**config.mk**
```make
export PLATFORM = sky130hd
export DESIGN_NAME = matrix_block_feeder
export DESIGN_NICKNAME = d
export VERILOG_FILES = /design/src/rtl/matrix_block_feeder.sv
export SDC_FILE = /design/constraint.sdc
export NUM_CORES = 1
export LEC_CHECK = 0
export ABC_AREA = 1
export CELL_PAD_IN_SITES_DETAIL_PLACEMENT = 1
export CELL_PAD_IN_SITES_GLOBAL_PLACEMENT = 2
export CORE_ASPECT_RATIO = 0.9
export CORE_UTILIZATION = 30
export CTS_BUF_LIST = sky130_fd_sc_hd__clkbuf_4 sky130_fd_sc_hd__clkbuf_8
export DETAILED_ROUTE_END_ITERATION = 8
export PLACE_DENSITY = 0.74
export SYNTH_ARGS = -nofsm -noshare
export SYNTH_HDL_FRONTEND = slang
export SYNTH_SLANG_ARGS = --single-unit
```
**constraint.sdc**
```tcl
create_clock -name input_Clk -period 9.4 [get_ports input_Clk]
set_input_delay 1.88 -clock input_Clk [delete_from_list [all_inputs] [get_ports input_Clk]]
set_output_delay 1.88 -clock input_Clk [all_outputs]
set_load 0.02 [all_outputs]
```
**src/rtl/matrix_block_feeder.sv**
```systemverilog
// matrix_block_feeder: gathers 8 streamed fp32 words into held 2x2 A/B operands.
// Define FEEDER_DOUBLE_BUFFER_EN to add a second fill bank that overlaps issue.
module matrix_block_feeder #(
  parameter int DATA_WIDTH  = 32,
  parameter int COUNT_WIDTH = 16
) (
  input  logic                   input_Clk,
  input  logic                   input_Reset,
  input  logic [DATA_WIDTH-1:0]  input_Data,
  input  logic                   input_Valid,
  output logic                   output_Ready,
  output logic [DATA_WIDTH-1:0]  output_A11,
  output logic [DATA_WIDTH-1:0]  output_A12,
  output logic [DATA_WIDTH-1:0]  output_A21,
  output logic [DATA_WIDTH-1:0]  output_A22,
  output logic [DATA_WIDTH-1:0]  output_B11,
  output logic [DATA_WIDTH-1:0]  output_B12,
  output logic [DATA_WIDTH-1:0]  output_B21,
  output logic [DATA_WIDTH-1:0]  output_B22,
  output logic                   output_Stable,
  input  logic                   input_AB_Ack,
  output logic [COUNT_WIDTH-1:0] output_Blocks_Issued
);

  typedef enum logic [1:0] {
    FILL    = 2'd0,
    ISSUE   = 2'd1,
    RELEASE = 2'd2
  } state_t;

  state_t                 state;
  state_t                 state_n;
  logic [DATA_WIDTH-1:0]  ops   [8];
  logic [DATA_WIDTH-1:0]  set_n [8];
  logic [2:0]             idx;
  logic [COUNT_WIDTH-1:0] blocks;
  logic                   ready;
  logic                   take;
  logic                   last;
  logic                   go;
  logic                   load;
  logic                   ack_take;

  assign take = input_Valid && ready;
  assign last = take && (idx == 3'd7);

`ifdef FEEDER_DOUBLE_BUFFER_EN
  logic [DATA_WIDTH-1:0] bank0 [8];
  logic [DATA_WIDTH-1:0] bank1 [8];
  logic [1:0]            full;
  logic                  wsel;
  logic                  psel;
  logic                  cand;

  // The next bank to present is always the one not currently presented,
  // which keeps issue order equal to fill order.
  assign cand  = ~psel;
  assign ready = !input_Reset && !full[wsel];
  assign go    = full[cand] || (last && (wsel == cand));

  // Candidate operand set, with a word landing this edge bypassed in
  always_comb begin
    for (int i = 0; i < 8; i++) begin
      set_n[i] = cand ? bank1[i] : bank0[i];
    end
    if (last && (wsel == cand)) begin
      set_n[7] = input_Data;
    end
  end

  // Bank write port
  always_ff @(posedge input_Clk) begin
    if (take) begin
      if (wsel) begin
        bank1[idx] <= input_Data;
      end else begin
        bank0[idx] <= input_Data;
      end
    end
  end

  // Bank occupancy: set on completion, freed once the multiplier acks
  always_ff @(posedge input_Clk) begin
    if (input_Reset) begin
      full <= 2'b00;
      wsel <= 1'b0;
      psel <= 1'b1;
    end else begin
      if (ack_take) begin
        full[psel] <= 1'b0;
      end
      if (last) begin
        full[wsel] <= 1'b1;
        wsel       <= ~wsel;
      end
      if (load) begin
        psel <= cand;
      end
    end
  end
`else
  logic [DATA_WIDTH-1:0] stage [7];

  assign ready = !input_Reset && (state == FILL);
  assign go    = last;

  // Words 0..6 come from staging, word 7 straight from the input
  always_comb begin
    for (int i = 0; i < 7; i++) begin
      set_n[i] = stage[i];
    end
    set_n[7] = input_Data;
  end

  // Staging write port for the first seven words of a set
  always_ff @(posedge input_Clk) begin
    if (take && (idx != 3'd7)) begin
      stage[idx] <= input_Data;
    end
  end
`endif

  // State register
  always_ff @(posedge input_Clk) begin
    if (input_Reset) begin
      state <= FILL;
    end else begin
      state <= state_n;
    end
  end

  // Next state and handshake strobes
  always_comb begin
    state_n  = state;
    load     = 1'b0;
    ack_take = 1'b0;
    unique case (state)
      FILL: begin
        if (go) begin
          state_n = ISSUE;
          load    = 1'b1;
        end
      end
      ISSUE: begin
        if (input_AB_Ack) begin
          state_n  = RELEASE;
          ack_take = 1'b1;
        end
      end
      RELEASE: begin
        if (!input_AB_Ack) begin
          if (go) begin
            state_n = ISSUE;
            load    = 1'b1;
          end else begin
            state_n = FILL;
          end
        end
      end
      default: begin
        state_n = FILL;
      end
    endcase
  end

  // Word index, held operand set and issued-block count
  always_ff @(posedge input_Clk) begin
    if (input_Reset) begin
      idx    <= 3'd0;
      blocks <= '0;
      for (int i = 0; i < 8; i++) begin
        ops[i] <= '0;
      end
    end else begin
      if (take) begin
        idx <= idx + 3'd1;
      end
      if (ack_take) begin
        blocks <= blocks + 1'b1;
      end
      if (load) begin
        for (int i = 0; i < 8; i++) begin
          ops[i] <= set_n[i];
        end
      end
    end
  end

  assign output_Ready         = ready;
  assign output_Stable        = (state == ISSUE);
  assign output_Blocks_Issued = blocks;
  assign output_A11           = ops[0];
  assign output_A12           = ops[1];
  assign output_A21           = ops[2];
  assign output_A22           = ops[3];
  assign output_B11           = ops[4];
  assign output_B12           = ops[5];
  assign output_B21           = ops[6];
  assign output_B22           = ops[7];

endmodule

```
# == After elaboration in Yosys (flattened, before gate mapping) ==
# Memory sizes are Yosys's and may differ from the RTL's.
# Index checks and enable logic that the tools add are counted.
# Widths: inputs -> output; s select.
# totals
regBits,21
latchBits,0
ram_bits,480
romBits,0
input_bits,36
word_cells,54
mem_count,2
# mem_list
name,depth,word_bits,rd,rd_ports_with_merged_regs,wr,line_no,rtl
ops,8,32,8,0,8,33,logic [DATA_WIDTH-1:0] ops [8];
stage,7,32,7,0,1,102,logic [DATA_WIDTH-1:0] stage [7];
# classes
n_addsub,2
multipliers,0
div,0
n_lt_le_gt_ge,0
eq_ne,7
shifts,0
mux,25
bitwise_logic,8
reduce_logical,7
# op_table
op,count
$mux 32,8
$add 16x1->16 const B,1
$mux 1,12
$or 1x1->1,8
$mux 2,3
$pmux 2 s3,1
$logic_and 1x1->1,4
$ne 2x2->1 const B,2
$add 3x1->3 const B,1
$eq 3x3->1 const B,1
$ne 3x3->1 const B,1
$reduce_and 3->1,1
$eq 2x1->1 const B,1
$eq 2x2->1 const B,1
$logic_not 2->1,1
$ne 2x1->1 const B,1
$pmux 1 s2,1
$logic_not 1->1,1

# == Logic depth before layout (Yosys ltp) ==
# depth
depth_word,11
ltp_mapped,9
mapped_depth_nobuf,9

# == Worst setup path before layout ==
# OpenSTA, ideal clock, no wires.
# synth_path
path_type,input to register
start,input port input_Reset
end,memory ops[0][0] (enable)
setup_ns,0.630
t_arrival_ns,8.310
t_required_ns,8.770
path_slack_ns,0.460
stages,8
cell_sequence,buf_2 nor3_4 nand2_2 inv_2 nand2_4 buf_6 buf_6 nand2_1
# synth_rtl
item,line_no,rtl
"start, declared",8,"input logic input_Reset,"
"end, declared",33,

# == Final worst setup path ==
# layout_path
start,input port input_Reset
end,output port output_Ready
# layout_between
elab_chain_len,2
# layout_lines
item,line_no,rtl
$logic_not 1->1,104,assign ready = !input_Reset && (state == FILL);
$logic_and 1x1->1,104,
"end, declared",11,"output logic output_Ready,"
# Every way passes these cells.

==> reports/metrics.yaml <==
timing:
  finalClockSkew_ps: 24.0
  layout_worst_path_cycle_share: 0.527
  finalSetupViolCount: 0
  rsz0062_at_grt: "false"
  timing.setup.tns_ps: 0
  pin_slew_with_the_least_headroom_to_its_limit_ps: 1100
  finalHoldViolations: 0
  worst_slack_ps: 4450
  min_period_ps: 4950
  achievable-frequency_mhz: 202
  timing_max_transition_violations_final: 0
  relSlewSlack: 0.268
clocking:
  clock_sink_count: 501
  postCtsHoldBufs: 0
  post-cts-setup-buffers: 0
  maximum_count_of_clock_buffers_along_a_single_path: 3
  tritoncts: "yes"
  cts_htree_levels: 3
  root_buffer: "clkbuf_8"
  clk-insertion-delay-late_ps: 660
  cts_repair_resize_count: 0
  numCtsBuffers: 88
  clk_pin_slew_ps: 50
synth:
  synthCells: 1184
  synth_seq_area_share: 0.798
  synth-compound-area-share: 0.00774
  number_of_enable_type_register_cells_in_the_synthesized_netlist: 480
  avgSynthCellArea_um2: 15.7
  proportion_of_synthesized_flip_flops_having_asynchronous_set_or_reset: 0
  ys_types: 27
  synthSimpleGateAreaFrac: 0.116
  mapped_area_um2: 18600
  proportion_of_synthesized_area_in_mux_cells: 0
  top_ff_cell_synth: "edfxtp_1"
  main_combinational_cell_family_by_area_after_synthesis: "simple AND/OR/NAND/NOR gates"
  ys_ff_latch: 501
  synth_xor_xnor_area_share: 0.000471
  yosys_warn_count: 0
  synth-adder-area-share: 0.00202
  postSynthNetCount: 1223
floorplan:
  dieWidth_um: 264
  core_region_area_um2: 61200
  num_io_pins: 310
  die-area_um2: 63000
  placement_rows: 86
  floorplan.initialDensity: 0.304
  die_height_um: 238
place:
  dp_hpwl_um: 27900
  gp_congestion: 0.735
  numPortBuffers: 309
  placedCellCount: 2271
  detailed_place.area_um2: 22500
  place_ws_ps: 3800
route:
  drt.antenna.violating_nets: 0
  first_pass_iters: 4
  finalWirelength_um: 44300
  detailroute.via_count: 9949
  detail_route.drc_violations: 0
  routed_via_density: 4.09
  route.detailed.wl_per_inst_um: 18.2
  drt_first_iter_violations: 410
flow_run:
  maxCapViolations: 0
worst_setup_path:
  critPathCaptureType: "primary output"
  worstSetupStartpointType: "input pin"
  r2r_cells: 6
  crit_path_max_fanout: 38
  required_ps: 7520
  worst_flop_to_flop_path_endpoint: "ops[1][48]$_SDFFCE_PN0P_"
  crit-reg2reg-launch: "idx[0]$_SDFFE_PP0P_"
  r2r_slack_ps: 5710
  setup.worst_path.class: "in2out"
  arrival_ps: 3070
pwr:
  power_per_cell_area_nw_per_um2: 199
  power.static_leakage_nw: 9.20
  vdd_drop_max_uv: 122
  total_net_switching_power_mw: 1.08
  sw_frac_of_total: 0.223
  power.combinational.fraction: 0.053
  share_clk_of_total_power: 0.425
  power.sequential.fraction: 0.522
  power_internal_mw: 3.77
cells_and_area:
  final_cell_count_no_fill: 2432
  post-route-cell-area_um2: 24300
  final_net_count: 1608
  syn_to_final_growth_pct: 30.9
  fraction_of_final_layout_cells_sized_beyond_drive_strength_1: 0.171
  leading_cell_types_in_the_layout_fill_and_taps_excluded: "edfxtp_1, clkdlybuf4s50_1, inv_1"
  layout.cells.most_common: "edfxtp_1"
global_route:
  global_route_wire_length_before_repair_um: 65700
  grt_overflow: 0
  globalRouteTotalUtil: 0.141
  grt_start_max_net_pins: 133
  via_count_of_the_first_global_routing_pass: 10700
  grt_antenna_before_repair: 1
hold_path:
  holdPathEnd: "output_Blocks_Issued[12]$_SDFFE_PP0P_"
  min-delay-start: "output_Blocks_Issued[12]$_SDFFE_PP0P_"
  min_path_type: "reg2reg"
  timing.hold.worst_path_depth: 2
status:
  outcome: "finished clean"
==> final cells by class <==
type	instances	area, um^2
repair buffers	325	3220
multi-input cells	373	2410
flip-flops and latches	501	14800
diodes	1	2.50
clock buffers	119	1480
inverters	280	1050
clock inverters	41	337
well taps	792	991
fillers	6256	36900
==> power groups by stage <==
stage / registers (mW) / clock network (mW) / logic (mW)
5_1_grt: 2.54 / 2.22 / 0.275
6_report: 2.53 / 2.06 / 0.258
4_1_cts: 2.53 / 2.13 / 0.266
3_3_place_gp: 2.58 / 0 / 0.261
2_1_floorplan: 2.64 / 0 / 0.0477
3_5_place_dp: 2.58 / 0 / 0.265
==> cell usage after synthesis (2+ instances only) <==
cell type	n	area, um^2
edfxtp_1	480	14400
inv_1	279	1050
nor2_1	177	664
nor2_4	110	1240
nand2_1	36	135
dfxtp_1	21	420
a21oi_1	11	55.1
buf_12	11	220
o21ai_0	10	50.1
nand3_1	9	45.0
buf_6	7	78.8
buf_1	5	18.8
clkbuf_1	4	15.0
nor3_1	4	20.0
buf_2	3	15.0
ha_1	3	37.5
nand4_1	3	18.8
o21a_1	2	15.0
==> registers in the layout, summed over array words and instances, names as in the netlist <==
register	cells
ops	256
idx	3
output_Blocks_Issued	16
state	2
stage	224
==> worst max path at each step <==
stage | start | endpoint | slack [ps] | cells past startpoint
3_5_place_dp | input_Reset | ops[1][39]$_SDFFCE_PN0P_ | 3800 | 8
4_1_cts | input_Reset | output_Ready | 4420 | 3
6_report | input_Reset | output_Ready | 4450 | 3
5_1_grt | input_Reset | ops[1][12]$_SDFFCE_PN0P_ | 4360 | 8
2_1_floorplan | input_Reset | ops[0][0]$_SDFFCE_PN0P_ | 460 | 8
3_3_place_gp | input_Reset | ops[0][111]$_SDFFCE_PN0P_ | 3900 | 8
==> worst max-delay path, stage by stage <==
cell             delay [ps]
buf_4                   280
nor3_4                  210
clkdlybuf4s50_1         680
==> through the flow <==
step	util	hold WS [ps]	total power, mW
5_1_grt	0.397	529	5.03
4_1_cts	0.397	518	4.93
3_5_place_dp	0.368	507	2.84
3_3_place_gp	0.368	480	2.84
2_1_floorplan	-	505	2.69
6_report	0.397	509	4.85
==> cell families (layout without fill, tap and decap cells) <==
| kind of cell | after synthesis | after routing |
|---|---|---|
| buffers and inverters | 310 | 765 |
| AO/OA/AOI/OAI | 26 | 26 |
| AND/OR/NAND/NOR | 343 | 343 |
| other | 0 | 1 |
| adder cells (fa/ha/maj) | 3 | 3 |
| flip-flops | 501 | 501 |
| XOR/XNOR | 1 | 1 |
==> metal layers <==
metal  vias to the layer above  track usage  part of all wire
met5                         -            0                 0
met4                         0       0.0507             0.023
met3                        73       0.0428             0.061
met2                       274        0.243              0.50
met1                      4968        0.167              0.41
li1                       4634            -                 -
No activity file was read; power rests on OpenSTA's default activity.
